--- src/rtl/wb_stage.sv ---
// RV32I writeback stage: holds one instruction from the memory stage, waits for
// load data when needed, and drives the register-file write port plus a retire counter.
module wb_stage #(
  parameter int RET_W = 64
) (
  input  logic             clk,
  input  logic             reset,
  input  logic             valid_Mem,
  output logic             ready_Mem,
  input  logic             flush_Wb,
  input  logic [31:0]      pc_Mem,
  input  logic [31:0]      inst_Mem,
  input  logic [31:0]      alu_Mem,
  input  logic [31:0]      dmem_rdata,
  input  logic             dmem_rvalid,
  output logic             reg_write_en,
  output logic [31:0]      inst_Wb,
  output logic [31:0]      wb_mux_out_Wb,
  output logic [31:0]      pc_Wb,
  output logic             retire,
  output logic [RET_W-1:0] instret
);

  typedef enum logic [1:0] {
    S_EMPTY   = 2'd0,
    S_WAIT_LD = 2'd1,
    S_WRITE   = 2'd2
  } state_e;

  localparam logic [6:0] OP_LOAD  = 7'b0000011;
  localparam logic [6:0] OP_LUI   = 7'b0110111;
  localparam logic [6:0] OP_AUIPC = 7'b0010111;
  localparam logic [6:0] OP_JAL   = 7'b1101111;
  localparam logic [6:0] OP_JALR  = 7'b1100111;
  localparam logic [6:0] OP_OP    = 7'b0110011;
  localparam logic [6:0] OP_IMM   = 7'b0010011;

  state_e            state_q, state_d;
  logic [31:0]       pc_q, inst_q, alu_q, ld_q;
  logic [RET_W-1:0]  instret_q;
  logic              cap_s;
  logic              wr_op_s;
  logic [31:0]       result_s;
  logic [31:0]       u_imm_s;

  // Extract and extend the addressed byte/halfword from a word-aligned read.
  function automatic logic [31:0] align_load(input logic [2:0] f3, input logic [1:0] off,
                                             input logic [31:0] d);
    logic [7:0]  b;
    logic [15:0] h;
    logic [31:0] r;
    case (off)
      2'd0:    b = d[7:0];
      2'd1:    b = d[15:8];
      2'd2:    b = d[23:16];
      2'd3:    b = d[31:24];
      default: b = 8'h00;
    endcase
    h = off[1] ? d[31:16] : d[15:0];
    case (f3)
      3'b000:  r = {{24{b[7]}}, b};
      3'b100:  r = {24'h000000, b};
      3'b001:  r = {{16{h[15]}}, h};
      3'b101:  r = {16'h0000, h};
      3'b010:  r = d;
      default: r = 32'h0000_0000;
    endcase
    return r;
  endfunction

  assign ready_Mem = (state_q != S_WAIT_LD);
  assign cap_s     = valid_Mem & ready_Mem & ~flush_Wb;

  // State register.
  always_ff @(posedge clk or negedge reset) begin
    if (!reset) begin
      state_q <= S_EMPTY;
    end else begin
      state_q <= state_d;
    end
  end

  // Next-state decode.
  always_comb begin
    state_d = state_q;
    case (state_q)
      S_EMPTY, S_WRITE: begin
        if (cap_s) begin
          state_d = (inst_Mem[6:0] == OP_LOAD) ? S_WAIT_LD : S_WRITE;
        end else begin
          state_d = S_EMPTY;
        end
      end
      S_WAIT_LD: begin
        if (flush_Wb) begin
          state_d = S_EMPTY;
        end else if (dmem_rvalid) begin
          state_d = S_WRITE;
        end else begin
          state_d = S_WAIT_LD;
        end
      end
      default: state_d = S_EMPTY;
    endcase
  end

  // Instruction holding registers and captured load data.
  always_ff @(posedge clk or negedge reset) begin
    if (!reset) begin
      pc_q   <= 32'h0000_0000;
      inst_q <= 32'h0000_0000;
      alu_q  <= 32'h0000_0000;
      ld_q   <= 32'h0000_0000;
    end else begin
      if (cap_s) begin
        pc_q   <= pc_Mem;
        inst_q <= inst_Mem;
        alu_q  <= alu_Mem;
      end
      if ((state_q == S_WAIT_LD) && dmem_rvalid && !flush_Wb) begin
        ld_q <= align_load(inst_q[14:12], alu_q[1:0], dmem_rdata);
      end
    end
  end

  // Retired-instruction counter; wraps naturally.
  always_ff @(posedge clk or negedge reset) begin
    if (!reset) begin
      instret_q <= {RET_W{1'b0}};
    end else if (state_q == S_WRITE) begin
      instret_q <= instret_q + {{(RET_W-1){1'b0}}, 1'b1};
    end else begin
      instret_q <= instret_q;
    end
  end

  assign u_imm_s = {inst_q[31:12], 12'h000};

  // Result select and write-enable decode from the held instruction.
  always_comb begin
    result_s = 32'h0000_0000;
    wr_op_s  = 1'b0;
    case (inst_q[6:0])
      OP_LUI:   begin result_s = u_imm_s;             wr_op_s = 1'b1; end
      OP_AUIPC: begin result_s = pc_q + u_imm_s;      wr_op_s = 1'b1; end
      OP_JAL,
      OP_JALR:  begin result_s = pc_q + 32'd4;        wr_op_s = 1'b1; end
      OP_OP,
      OP_IMM:   begin result_s = alu_q;               wr_op_s = 1'b1; end
      OP_LOAD: begin
        result_s = ld_q;
        case (inst_q[14:12])
          3'b000, 3'b001, 3'b010, 3'b100, 3'b101: wr_op_s = 1'b1;
          default:                                wr_op_s = 1'b0;
        endcase
      end
      default: begin result_s = 32'h0000_0000; wr_op_s = 1'b0; end
    endcase
  end

  assign retire        = (state_q == S_WRITE);
  assign reg_write_en  = retire & wr_op_s & (inst_q[11:7] != 5'd0);
  assign wb_mux_out_Wb = retire ? result_s : 32'h0000_0000;
  assign inst_Wb       = inst_q;
  assign pc_Wb         = pc_q;
  assign instret       = instret_q;

endmodule

--- config.mk ---
export PLATFORM = sky130hd
export DESIGN_NAME = wb_stage
export DESIGN_NICKNAME = d
export VERILOG_FILES = /design/src/rtl/wb_stage.sv
export SDC_FILE = /design/constraint.sdc
export NUM_CORES = 1
export LEC_CHECK = 0
export CAP_MARGIN = 25
export CORE_ASPECT_RATIO = 1.75
export CORE_MARGIN = 2
export CORE_UTILIZATION = 35
export DETAILED_ROUTE_END_ITERATION = 10
export SYNTH_ARGS = -nofsm -noshare
export SYNTH_HDL_FRONTEND = slang
export SYNTH_SLANG_ARGS = --single-unit
--- constraint.sdc ---
create_clock -name clk -period 7.15 [get_ports clk]
set_input_delay 1.0725 -clock clk [delete_from_list [all_inputs] [get_ports clk]]
set_output_delay 1.0725 -clock clk [all_outputs]
set_load 0.01 [all_outputs]
==> results of run 1 <==
-- placed cells by master, fill, tap and decap left out, types with 16 or more instances in the layout --
master,count
sky130_fd_sc_hd__clkbuf_16,17
sky130_fd_sc_hd__ha_1,21
sky130_fd_sc_hd__xnor2_1,62
sky130_fd_sc_hd__clkdlybuf4s50_1,294
sky130_fd_sc_hd__nand2_1,115
sky130_fd_sc_hd__a221oi_1,16
sky130_fd_sc_hd__o21ai_0,72
sky130_fd_sc_hd__a21oi_1,57
sky130_fd_sc_hd__and3_1,19
sky130_fd_sc_hd__xor2_1,34
sky130_fd_sc_hd__nand4_1,19
sky130_fd_sc_hd__a222oi_1,23
sky130_fd_sc_hd__dfrtp_1,194
sky130_fd_sc_hd__nor2_1,64
sky130_fd_sc_hd__nand3_1,30
sky130_fd_sc_hd__mux2_2,95
-- flip-flops by register name, summed over array words and instances (netlist names) --
signal / cells
inst_Wb: 32
state_q: 2
alu_q: 32
pc_Wb: 32
ld_q: 32
instret: 64
-- final cells by class --
class	count	area, sq um	share of cell area
timing repair buffer	309	3100	0.211
tap	387	484	0.0330
clock inverter	14	143	0.00972
clock buffer	18	439	0.0299
sequential	194	4850	0.331
antenna	2	5.00	0.000341
inverter	9	33.8	0.00230
multi-input combinational	790	5610	0.383
-- critical path, delay by kind of cell (launching register included) --
kind | cells | cell delay, ps
buf+inv | 1 | 560
fa+ha+maj | 1 | 440
simple gates | 3 | 740
flops | 1 | 630
compound gates | 4 | 930
-- stage by stage --
step | utilization | hold slack [ps] | cell area [sq um] | setup slack [ps]
detailed placement | 0.468 | 462 | 14100 | 2680
global placement | 0.467 | 460 | 14000 | 2730
global route | 0.488 | 498 | 14700 | 2080
finish | 0.488 | 467 | 14700 | 2310
CTS | 0.488 | 472 | 14700 | 2170
floorplan | - | 450 | 10700 | 3730
-- power groups by stage --
stage | logic [mW] | registers (mW) | clock network [mW]
floorplan | 0.440 | 1.34 | 0
global placement | 0.812 | 1.36 | 0
detailed placement | 0.821 | 1.37 | 0
CTS | 0.825 | 1.34 | 1.00
global route | 0.895 | 1.36 | 1.04
finish | 0.823 | 1.34 | 0.969
-- final timing paths --
| path | end | slack, ps | cells past startpoint | startpoint |
|---|---|---|---|---|
| max | wb_mux_out_Wb[31] | 2310 | 9 | inst_Wb[13] |
| min | instret[63] | 470 | 1 | instret[63] |
| max reg2reg | instret[48] | 4650 | 9 | state_q[0] |
| min reg2reg | instret[63] | 470 | 1 | instret[63] |
| max in group asynchronous | pc_Wb[7] | 5430 | 2 | reset |
| min in group asynchronous | inst_Wb[7] | 520 | 1 | reset |
-- kinds of logic (layout without fill, tap and decap cells) --
kind of cell / Yosys count / in the layout / share of synthesized area
AO/OA/AOI/OAI: 222 / 222 / 0.133
XOR/XNOR: 98 / 98 / 0.0815
adder cells (fa/ha/maj): 22 / 22 / 0.0264
buffers and inverters: 57 / 350 / 0.0250
flip-flops: 194 / 194 / 0.453
multiplexers: 110 / 110 / 0.116
other: 0 / 2 / 0
AND/OR/NAND/NOR: 338 / 338 / 0.165
-- routing by layer --
layer  global-route usage  vias to the layer above  wire [microns]
met3               0.0364                       60            1640
met1                0.243                     4509           13000
met2                0.420                      331           19600
met5                    0                        -               0
li1                     -                     4373               -
met4               0.0988                        0            1430
==> metrics.log, run 1 <==
[metrics] maximum clock skew at final layout: 12.2 ps
[metrics] area of the core: 30,100 sq um
[metrics] area of the mapped netlist: 10,700 sq um
[metrics] Worst-Skew Late Latency: 460 ps
[metrics] proportion of synthesized flip-flops having asynchronous set or reset: 1.00
[metrics] Max-Cap Viols: 0
[metrics] maximum single-stage delay on the critical path: 630 ps
[metrics] CTS HTree Levels: 4
[metrics] GP Congestion: 0.858
[metrics] library cell with the highest instance count after synthesis: sky130_fd_sc_hd__dfrtp_1
[metrics] count of instances resized after the clock tree is built: 0
[metrics] final layout net count: 1,476
[metrics] starting DRC count in detailed routing: 586
[metrics] total gr overflow: 0
[metrics] total CTS buffers: 17
[metrics] Avg WL per Cell: 20.7 microns
[metrics] syn_area_per_cell: 10.3 sq um
[metrics] placed cells: 1,688
[metrics] Hold/Removal Path Class: flip-flop to flip-flop
[metrics] type of element capturing the critical path: output port
[metrics] vias in the first global route: 9,441
[metrics] biggest area contributors in the synthesized netlist: sky130_fd_sc_hd__dfrtp_1 (45%), sky130_fd_sc_hd__mux2_2 (10%), sky130_fd_sc_hd__xnor2_1 (5.1%)
[metrics] unrepaired setup endpoints after global routing: no
[metrics] die outline area: 32,100 sq um
[metrics] outcome: complete, no violations
[metrics] I/O Buffers: 295
[metrics] largest net degree at the start of global routing: 160
[metrics] internal power summed over all cells: 2.13 mW
[metrics] part of the power in the clock network: 0.309
[metrics] Clk pin slew, worst setup/hold paths: 70 ps
[metrics] transition at the pin with the smallest max-transition slack: 892 ps
[metrics] Final setup viols: 0
[metrics] post-synthesis sequential area ratio: 0.453
[metrics] post-synthesis net count: 1,196
[metrics] cell breakdown of the critical path: ha_1 > a211oi_1 > nor2_1 > a31oi_1 > a221oi_2 > a221oi_2 > or4_1 > nand2_1 > clkdlybuf4s50_1
[metrics] total length of routed wires: 35,600 microns
[metrics] cell at the slowest stage of the critical path: sky130_fd_sc_hd__dfrtp_1
[metrics] maximum VDD drop: 195 uV
[metrics] clock tree from TritonCTS: built
[metrics] Max clock buf depth: 2
[metrics] total I/O pin count: 296
[metrics] count of nets left with antenna violations after detail routing: 0
[metrics] cts-stage hold buffer count: 0
[metrics] setup repair bufs after CTS: 0
[metrics] Max Clock Freq: 207 MHz
[metrics] number of vias per cell: 5.38
[metrics] shortest clock period the worst path allows after layout: 4840 ps
[metrics] peak fanout along the critical path: 18
[metrics] global-route wire length before repair: 54,600 microns
[metrics] row count: 84
[metrics] Critical Path Most Common Cell: sky130_fd_sc_hd__a221oi_2
[metrics] final hold viol count: 0
[metrics] DIE HEIGHT: 236 microns
[metrics] crit start category: flip-flop
[metrics] global router's overall resource usage: 0.225
[metrics] net switching power figure: 1.01 mW
[metrics] final cycle utilization of the critical path: 0.677
[metrics] horizontal extent of the die: 136 microns
[metrics] sequential share of power: 0.429
[metrics] most frequently used flop master after synthesis: sky130_fd_sc_hd__dfrtp_1
[metrics] Synth-to-Final Area Change: 36.9%
[metrics] leading area contributor after synthesis: sky130_fd_sc_hd__dfrtp_1
[metrics] power share of the combinational group: 0.262
[metrics] share of the synthesized area in the top cell type: 0.453
[metrics] share of final-layout standard cells stronger than drive strength 1: 0.139
[metrics] reported leakage power: 5.91 nW
[metrics] Switching Share: 0.321
[metrics] Overall Power: 3.14 mW
[metrics] max-slew violation count: 0
[metrics] Rel. slew slack: 0.399
[metrics] number of warnings reported in the yosys synthesis log: 0
[metrics] count of unique library cells instantiated by Yosys: 72
[metrics] Remaining DRCs: 0
[metrics] initial standard-cell utilization of the core: 0.357
[metrics] vias post-DR: 9,273
[metrics] initial antenna violation count: 3
[metrics] clock root buffer: sky130_fd_sc_hd__clkbuf_16
[metrics] number of instances in the synthesized netlist: 1,041
[metrics] number of synthesized flops with an enable pin: 0
[metrics] CP Class: flip-flop to output port
[metrics] Worst EP required: 6080 ps
[metrics] fin cells: 1,723
[metrics] leading cell types by count after synthesis: sky130_fd_sc_hd__dfrtp_1 (194), sky130_fd_sc_hd__nand2_1 (115), sky130_fd_sc_hd__mux2_2 (95)
[metrics] detailed placement HPWL: 27,400 microns
[metrics] number of iterations in the first detailed-routing pass: 6
[metrics] Critical Path AT: 3770 ps
[metrics] number of clock sinks: 194
[metrics] power density of the placed cells: 214 nW/um^2
[metrics] Filler Cells Inserted: 2,880
[metrics] Yosys reg bits: 194
[metrics] Setup TNS: 0 ps
No activity file was read; power rests on OpenSTA's default activity.
==> run 2: changes to the inputs <==
- clock period: 7.15 -> 3.9 ns (I/O delays scaled with it)
==> metrics.log, run 2 (synthesis results as in run 1) <==
[metrics] final worst hold slack: 228 ps (-238 ps)
[metrics] starting DRC count in detailed routing: 441 (-25%)
[metrics] unrepaired setup endpoints after global routing: no
[metrics] Avg WL per Cell: 21.3 microns (+3.1%)
[metrics] Worst EP required: 3310 ps (-2770 ps)
[metrics] most frequent standard cell in the layout excluding fill and tap cells: sky130_fd_sc_hd__clkdlybuf4s50_1
[metrics] cell at the slowest stage of the critical path: sky130_fd_sc_hd__clkdlybuf4s50_1
[metrics] total length of routed wires: 37,200 microns (+4.5%)
[metrics] number of buffer and inverter instances along the worst setup path: 2 (+1)
[metrics] max-slew violation count: 0 (unchanged)
[metrics] Switching Share: 0.326 (+0.00522)
[metrics] max reg flops: 64 (unchanged)
[metrics] transition at the pin with the smallest max-transition slack: 900 ps (+8.68 ps)
[metrics] fin cells: 1,746 (+1.3%)
[metrics] vias post-DR: 9,369 (+1.0%)
[metrics] Max clock buf depth: 2 (unchanged)
[metrics] horizontal extent of the die: 136 microns (unchanged)
[metrics] Reg-to-Reg Start: state_q[0]
[metrics] GP Congestion: 0.908 (+5.9%)
[metrics] cell breakdown of the critical path: nor2_1 > nand3_1 > nor3b_2 > buf_4 > a222oi_1 > o21ai_0 > a21oi_1 > nor2_1 > clkdlybuf4s50_1
[metrics] least setup slack across all paths after layout: 128 ps (-2180 ps)
[metrics] global-route wire length before repair: 56,200 microns (+3.0%)
[metrics] final cycle utilization of the critical path: 0.967
[metrics] CP Class: flip-flop to output port
[metrics] met1 WL: 13,200 microns (+1.6%)
[metrics] final layout net count: 1,498 (+1.5%)
[metrics] initial antenna violation count: 3 (unchanged)
[metrics] Max Clock Freq: 265 MHz
[metrics] Remaining DRCs: 0 (unchanged)
[metrics] total non-filler cell area in the finished layout: 15,000 sq um (+2.4%)
[metrics] maximum single-stage delay on the critical path: 600 ps (-30 ps)
[metrics] Max-Cap Viols: 0 (unchanged)
[metrics] Final setup viols: 0 (unchanged)
[metrics] I/O Buffers: 295 (unchanged)
[metrics] total I/O pin count: 296 (unchanged)
[metrics] total gr overflow: 0 (unchanged)
[metrics] reported leakage power: 6.13 nW (+3.8%)
[metrics] shortest clock period the worst path allows after layout: 3770 ps
[metrics] Setup TNS: 0 ps (unchanged)
[metrics] core utilization of the finished layout: 0.500 (+0.0118)
[metrics] die outline area: 32,100 sq um (unchanged)
[metrics] number of vias per cell: 5.37 (-0.30%)
[metrics] total CTS buffers: 17 (unchanged)
[metrics] power share of the combinational group: 0.283 (+0.021)
[metrics] part of the power in the clock network: 0.309 (about the same)
[metrics] peak fanout along the critical path: 22 (+4)
[metrics] Worst-Skew Late Latency: 460 ps (about the same)
[metrics] number of iterations in the first detailed-routing pass: 5 (-1)
[metrics] net switching power figure: 1.94 mW (+93%)
[metrics] wire length on met2: 20,500 microns (+4.7%)
[metrics] highest-count cells in the layout ignoring fill and taps: sky130_fd_sc_hd__clkdlybuf4s50_1 (288), sky130_fd_sc_hd__dfrtp_1 (192), sky130_fd_sc_hd__nand2_1 (115)
[metrics] count of nets left with antenna violations after detail routing: 0 (unchanged)
[metrics] outcome: complete, no violations
[metrics] clock tree from TritonCTS: built
[metrics] Hold/Removal Path Class: primary input to async pin
[metrics] Critical Path Most Common Cell: sky130_fd_sc_hd__nor2_1
[metrics] initial standard-cell utilization of the core: 0.357 (unchanged)
[metrics] clock root buffer: sky130_fd_sc_hd__clkbuf_16
[metrics] final hold viol count: 0 (unchanged)
[metrics] share of final-layout standard cells stronger than drive strength 1: 0.166 (+0.0265)
[metrics] maximum VDD drop: 337 uV (+73%)
[metrics] placed cells: 1,708 (+1.2%)
[metrics] row count: 84 (unchanged)
[metrics] number of clock sinks: 194 (unchanged)
[metrics] top routing layer used: met4
[metrics] maximum clock skew at final layout: 10.9 ps (-1.22 ps)
[metrics] detailed placement HPWL: 29,000 microns (+5.7%)
[metrics] DIE HEIGHT: 236 microns (unchanged)
[metrics] power density of the placed cells: 396 nW/um^2 (+85%)
[metrics] CTS HTree Levels: 4 (unchanged)
[metrics] Clk pin slew, worst setup/hold paths: 70 ps (about the same)
[metrics] largest net degree at the start of global routing: 100 (-38%)
[metrics] vias in the first global route: 9,571 (+1.4%)
[metrics] global router's overall resource usage: 0.234 (+0.00904)
[metrics] Setup Slack @ Placement: 260 ps (-2420 ps)
[metrics] type of element capturing the critical path: output port
[metrics] cts-stage hold buffer count: 0 (unchanged)
[metrics] Synth-to-Final Area Change: 40.2%
[metrics] crit start category: flip-flop
[metrics] Critical Path AT: 3190 ps (-580 ps)
[metrics] internal power summed over all cells: 4.01 mW (+88%)
[metrics] placed standard-cell area: 14,200 sq um (+1.2%)
[metrics] sequential share of power: 0.408 (-0.021)
[metrics] family with the most delay on the worst path: simple AND/OR/NAND/NOR gates
[metrics] Rel. slew slack: 0.393 (-0.00585)
[metrics] met3 WL: 1620 microns (-1.3%)
[metrics] Setup crit start: inst_Wb[3]
[metrics] area of the core: 30,100 sq um (unchanged)
[metrics] Overall Power: 5.95 mW (+90%)
-- run 2: cell types whose count changed in the layout (fill, tap and decap cells not counted), moves of 6 or more --
cell	delta
sky130_fd_sc_hd__ha_4	+7
sky130_fd_sc_hd__buf_4	+22
sky130_fd_sc_hd__clkdlybuf4s50_1	-6
sky130_fd_sc_hd__ha_1	-7
-- run 2: worst reg2reg max path, delay by kind of cell, from the launching register on --
kind | cells | cell delay (ps)
xor+xnor | 1 | 140
buf+inv | 2 | 460
simple gates | 6 | 1440
flops | 1 | 390
-- run 2: power by group through the flow --
| stage | Clock, mW | Combinational [mW] | Sequential, mW |
|---|---|---|---|
| final | 1.84 | 1.68 | 2.43 |
| after global routing | 1.96 | 1.81 | 2.46 |
| after CTS | 1.88 | 1.66 | 2.43 |
| after detailed placement | 0 | 1.60 | 2.46 |
| after global placement | 0 | 1.59 | 2.45 |
| after floorplan | 0 | 0.807 | 2.47 |
-- run 2: layout make-up --
class	count	area, sq um
repair buffers	331	3280
diodes	3	7.51
flip-flops and latches	194	4860
clock inverters	14	163
well taps	387	484
inverters	9	33.8
fillers	2854	15000
clock buffers	18	439
multi-input cells	790	5770
-- run 2: final timing paths --
path                                endpoint  slack [ps]  cells past startpoint
setup reg to reg                 instret[62]        1370                      9
max in group asynchronous          pc_Wb[13]        2830                      2
setup / recovery           wb_mux_out_Wb[17]         130                      9
min in group clk                  state_q[1]         480                      1
hold / removal                   inst_Wb[11]         230                      1
hold reg to reg                   state_q[1]         480                      1
-- run 2: timing repair --
item                       CTS  global route
pin swaps                    1             2
setup buffers                0             3
gates resized for setup     22            13
gates cloned                 0             0
setup endpoints to repair    8             9
-- run 2: routing by layer --
metal	track usage	vias to the layer above
met5	0	-
met4	0.132	0
met2	0.438	319
li1	-	4412
met3	0.0357	74
met1	0.241	4564
